--- src/rtl/mx_accum_drain.sv ---
// mx_accum_drain: paces one MAC tile, snapshots the accumulator, converts it to binary32 and streams it out
// Ports: clk_i/rstn clock and async active-low reset; start/cfg_k_steps launch a tile of K steps;
// step_valid/step_ready pace MAC steps; acc_mant_i/acc_exp_i/acc_sign_i accumulator value;
// acc_clear_o one-cycle accumulator clear; out_valid/out_ready/out_data/out_flags result stream
// ({inexact, overflow, zero_or_flush}); busy high outside IDLE.
module mx_accum_drain #(
  parameter int M_out_width = 16,
  parameter int FRAC_BITS = M_out_width - 1
) (
  input  logic                   clk_i,
  input  logic                   rstn,
  input  logic                   start,
  input  logic [15:0]            cfg_k_steps,
  input  logic                   step_valid,
  output logic                   step_ready,
  input  logic [M_out_width-1:0] acc_mant_i,
  input  logic [7:0]             acc_exp_i,
  input  logic                   acc_sign_i,
  output logic                   acc_clear_o,
  output logic                   out_valid,
  input  logic                   out_ready,
  output logic [31:0]            out_data,
  output logic [2:0]             out_flags,
  output logic                   busy
);
  localparam int W = M_out_width;
  typedef enum logic [2:0] {IDLE, ACCUM, CAPTURE, CONV, SEND} state_t;
  state_t state, state_n;
  logic [15:0] cnt, cnt_n;
  logic launch;
  logic [W-1:0] snap_mant;
  logic [7:0] snap_exp;
  logic snap_sign;
  logic [5:0] lead, sh;
  logic [W-1:0] norm;
  logic [W+22:0] ext;
  logic guard, sticky, inexact;
  logic [23:0] rnd;
  logic signed [10:0] e_pre, e_fin;
  logic [31:0] conv_data;
  logic [2:0] conv_flags;
  assign launch = start && (cfg_k_steps != 16'd0);
  assign step_ready = state == ACCUM;
  assign acc_clear_o = state == CONV;
  assign out_valid = state == SEND;
  assign busy = state != IDLE;
  always_ff @(posedge clk_i or negedge rstn) begin
    if (!rstn) begin
      state <= IDLE;
      cnt <= '0;
    end else begin
      state <= state_n;
      cnt <= cnt_n;
    end
  end
  always_comb begin
    state_n = state;
    cnt_n = cnt;
    case (state)
      IDLE: if (launch) begin
        state_n = ACCUM;
        cnt_n = cfg_k_steps;
      end
      ACCUM: if (step_valid) begin
        cnt_n = cnt - 16'd1;
        state_n = (cnt == 16'd1) ? CAPTURE : ACCUM;
      end
      CAPTURE: state_n = CONV;
      CONV: state_n = SEND;
      SEND: if (out_ready) begin
        state_n = launch ? ACCUM : IDLE;
        cnt_n = launch ? cfg_k_steps : cnt;
      end
      default: state_n = IDLE;
    endcase
  end
  always_ff @(posedge clk_i or negedge rstn) begin
    if (!rstn) begin
      snap_mant <= '0;
      snap_exp <= '0;
      snap_sign <= 1'b0;
      out_data <= '0;
      out_flags <= '0;
    end else begin
      if (state == CAPTURE) begin
        snap_mant <= acc_mant_i;
        snap_exp <= acc_exp_i;
        snap_sign <= acc_sign_i;
      end
      if (state == CONV) begin
        out_data <= conv_data;
        out_flags <= conv_flags;
      end
    end
  end
  // Shifting by W-lead drops the leading one, leaving the fraction left-aligned;
  // the top 23 bits of ext are the kept fraction, the rest feed guard/sticky.
  always_comb begin
    lead = '0;
    for (int i = 0; i < W; i++) lead = snap_mant[i] ? 6'(i) : lead;
    sh = 6'(W) - lead;
    norm = snap_mant << sh;
    ext = {norm, 23'b0};
    guard = ext[W-1];
    sticky = |ext[W-2:0];
    inexact = guard | sticky;
    rnd = {1'b0, ext[W+22:W]} + 24'(guard & (sticky | ext[W]));
    e_pre = 11'(snap_exp) - 11'(FRAC_BITS) + 11'(lead);
    e_fin = e_pre + 11'(rnd[23]);
    conv_data = (snap_mant == '0 || e_pre <= 11'sd0) ? {snap_sign, 31'b0} :
                (e_fin >= 11'sd255) ? {snap_sign, 8'hFF, 23'b0} : {snap_sign, e_fin[7:0], rnd[22:0]};
    conv_flags = (snap_mant == '0) ? 3'b001 :
                 (e_pre <= 11'sd0) ? 3'b101 :
                 (e_fin >= 11'sd255) ? {inexact, 2'b10} : {inexact, 2'b00};
  end
endmodule

--- config.mk ---
export PLATFORM = sky130hd
export DESIGN_NAME = mx_accum_drain
export DESIGN_NICKNAME = d
export VERILOG_FILES = /design/src/rtl/mx_accum_drain.sv
export SDC_FILE = /design/constraint.sdc
export NUM_CORES = 1
export LEC_CHECK = 0
export ABC_AREA = 1
export ABC_CLOCK_PERIOD_IN_PS = 6800
export CORE_ASPECT_RATIO = 0.75
export CORE_MARGIN = 2
export CORE_UTILIZATION = 50
export CTS_CLUSTER_DIAMETER = 30
export DETAILED_ROUTE_END_ITERATION = 8
export PLACE_DENSITY = 0.77
export SLEW_MARGIN = 20
export SYNTH_ARGS = -nofsm -noshare
export SYNTH_HDL_FRONTEND = slang
export SYNTH_SLANG_ARGS = --single-unit
--- constraint.sdc ---
create_clock -name clk_i -period 6.8 [get_ports clk_i]
set_clock_uncertainty 0.1 [all_clocks]
set_input_delay 1.36 -clock clk_i [delete_from_list [all_inputs] [get_ports clk_i]]
set_output_delay 1.36 -clock clk_i [all_outputs]
set_load 0.01 [all_outputs]
==> impl_metrics.tcl <==
set metrics [dict create \
    use_met1_pct 35.2 \
    pin_count_of_the_biggest_net_entering_global_routing 73 \
    synth.cell_area_um2 4620 \
    antenna_violations_before_repair 0 \
    detailroute.via_count 4695 \
    grt_use_total_pct 25.6 \
    layout_cells_sized_above_1_pct 6.45 \
    grt_pass1_wl_um 20500 \
    ys_seq_elements 72 \
    net_total_in_the_final_layout 779 \
    leakagePower_uw 0.00280 \
    dieHeight_um 87.3 \
    timing.critical_path.mode_cell "sky130_fd_sc_hd__nand2_1" \
    cts_hold_buffers 0 \
    regArea_um2 1800 \
    hold_path_class "reg2reg" \
    syn_avg_cell_area_um2 7.03 \
    final-setup-viol-count 0 \
    synth_cell_types 44 \
    grt_setup_unrepaired "false" \
    regToRegEndpoint "out_data[19]" \
    crit_start "snap_mant[2]" \
    synth_async_sr_flop_share_pct 100 \
    path_clk_slew_ns 0.06 \
    clock_insertion_delay_worst_skew_ns 0.33 \
    io_buffer_count 77 \
    die_width_um 115 \
    place_hpwl_um 9000 \
    multiInputGateArea_um2 2430 \
    placement_rows 30 \
    worst-endpoint-arrival_ns 4.38 \
    globalRoute.busiestLayer "met2" \
    numPlacedInstances 825 \
    power.ir.vdd_worst_mv 0.114 \
    io-pin-count 85 \
    synth.yosys.seq_area_share_pct 39.0 \
    yosysWarningCount 0 \
    clock.fmax_mhz 237 \
    top_library_cells_by_usage_in_the_layout_fill_and_taps_aside "189 x sky130_fd_sc_hd__nand2_1, 84 x sky130_fd_sc_hd__nand3_1, 76 x sky130_fd_sc_hd__clkdlybuf4s50_1" \
    first_global_vias 4373 \
    worst_slew_margin_rel_pct 39.9 \
    wl_per_cell_um 14.4 \
    ctsResizeCount 0 \
    finalSetupTns_ns 0 \
    timing.critical_path.required_ns 6.97 \
    place_congestion 0.917 \
    critPathMaxStageDelay_ns 0.39 \
    synthCells 657 \
    global_route.usage.met3_pct 5.22 \
    initialDrtViolationCount 391 \
    worst_hold_startpoint "out_data[16]" \
    worstSetupStartpointType "flop" \
    cp-endpoint "out_data[19]" \
    synth-edff-count 0 \
    rrSetupSlack_ns 2.59 \
    cts_tree "done" \
    r2r-start "snap_mant[2]" \
    post-route-drc-count 0 \
    antenna_left 0 \
    worstSetupPathType "reg2reg" \
    worstRegToRegCells 33 \
    global_route.usage.met2_pct 41.4 \
    cts-buffers-inserted 9 \
    syn_to_final_growth_pct 23.6 \
    synthFlopType "sky130_fd_sc_hd__dfrtp_1" \
    detail_route.vias_per_cell 5.58 \
    power_density_relative_to_cell_area_nw_per_um2 257 \
    finish.utilization_pct 63.4 \
    area_enclosed_by_the_die_boundary_um2 10000 \
    antenna-diode-count 0 \
    htree_num_levels 3 \
    mostFrequentLayoutCell "sky130_fd_sc_hd__nand2_1" \
    final-hold-violation-count 0 \
    drt_pre_antenna_iters 5 \
    gr-total-overflow 0 \
    finalNonFillerCells 841 \
    finalWirelength_um 12100 \
    tightestPinTransition_ns 0.902 \
    fp.coreArea_um2 9010 \
    worstPathMaxFanout 19 \
    max_cap_violations 0 \
    critical_path.slowest_cell "sky130_fd_sc_hd__dfrtp_1" \
    cts_post_setup_buffers_inserted 0 \
    fin_crit_sh_pct 61.9 \
    clock_sink_count 72 \
    initial_core_util_pct 51.3 \
    period_minus_slack_ns 4.21 \
    status "complete, no violations" \
    clock_tree.root_cell "sky130_fd_sc_hd__clkbuf_16" \
    max-clock-path-buffers 2 \
    final.fill_count 784 \
    kind_of_end_point_of_the_critical_path "flop" \
    final_max_slew_viol_count 0 \
]
sequential cells by signal (all words and copies together), names as in the netlist:
register,cells
out_data,25
cnt,16
snap_mant,16
snap_exp,8
out_flags,3
state,3
snap_sign,1
critical path: cells and delay by family, from the launching register on:
kind	cells	cell delay, ns
buf+inv	5	0.53
fa+ha+maj	2	0.57
flops	1	0.39
simple gates	26	2.52
metrics by stage:
| stage | area [um2] | total power [uW] | setup WS [ns] | hold WS [ns] |
|---|---|---|---|---|
| floorplan | 4640 | 864 | 3.40 | 0.363 |
| global placement | 5420 | 984 | 2.87 | 0.370 |
| detailed placement | 5420 | 1000 | 2.64 | 0.369 |
| CTS | 5710 | 1470 | 2.61 | 0.386 |
| global route | 5710 | 1570 | 2.16 | 0.412 |
| finish | 5710 | 1470 | 2.59 | 0.383 |
where the power goes:
group / internal (uW) / total (uW) / switching [uW]
sequential: 489 / 542 / 53.0
clock: 282 / 463 / 182
combinational: 168 / 465 / 296
total: 939 / 1470 / 531
worst min-delay path by stage:
| stage | endpoint | slack (ns) | cells past startpoint |
|---|---|---|---|
| after floorplan | cnt[14] | 0.36 | 2 |
| after global placement | out_data[18] | 0.37 | 2 |
| after detailed placement | out_data[13] | 0.37 | 2 |
| after CTS | out_data[13] | 0.39 | 2 |
| after global routing | out_data[16] | 0.41 | 2 |
| final | out_data[16] | 0.38 | 2 |
routing by layer:
layer / vias to the layer above / part of all wire [%] / wire [um]
li1: 2289 / - / -
met1: 2209 / 46 / 5600
met2: 175 / 46 / 5600
met3: 22 / 6.1 / 735
met4: 0 / 1.6 / 196
met5: - / 0 / 0
cells by family (layout without fill, tap and decap cells):
logic type | after synthesis | count (layout) | share of synthesized area [%]
simple gates | 374 | 374 | 35.8
buf+inv | 98 | 164 | 9.01
compound gates | 95 | 95 | 11.7
flops | 72 | 72 | 39.0
fa+ha+maj | 9 | 9 | 2.60
xor+xnor | 6 | 6 | 1.30
mux | 2 | 2 | 0.487
other cells | 1 | 7 | 0.0811
synthesized netlist by cell type, drive strengths merged, types with 6 or more instances:
library cell	number	area, um2
o21ai	27	135
a21oi	40	200
nor2	57	231
o211ai	9	67.6
clkbuf	15	56.3
inv	66	250
nand4	11	68.8
ha	8	100
dfrtp	72	1800
nor3	9	45.0
nand2	196	753
nor4	6	43.8
nand3	88	468
buf	16	106
xor2	6	60.1
layout make-up:
type / instances / share of cell area (%)
Clock inverter: 6 / 1.05
Inverter: 67 / 4.45
Clock buffer: 10 / 4.01
Multi-Input combinational cell: 493 / 42.6
Timing Repair Buffer: 81 / 13.9
Sequential cell: 72 / 31.5
Tap cell: 112 / 2.45
No activity file was read; power rests on OpenSTA's default activity.
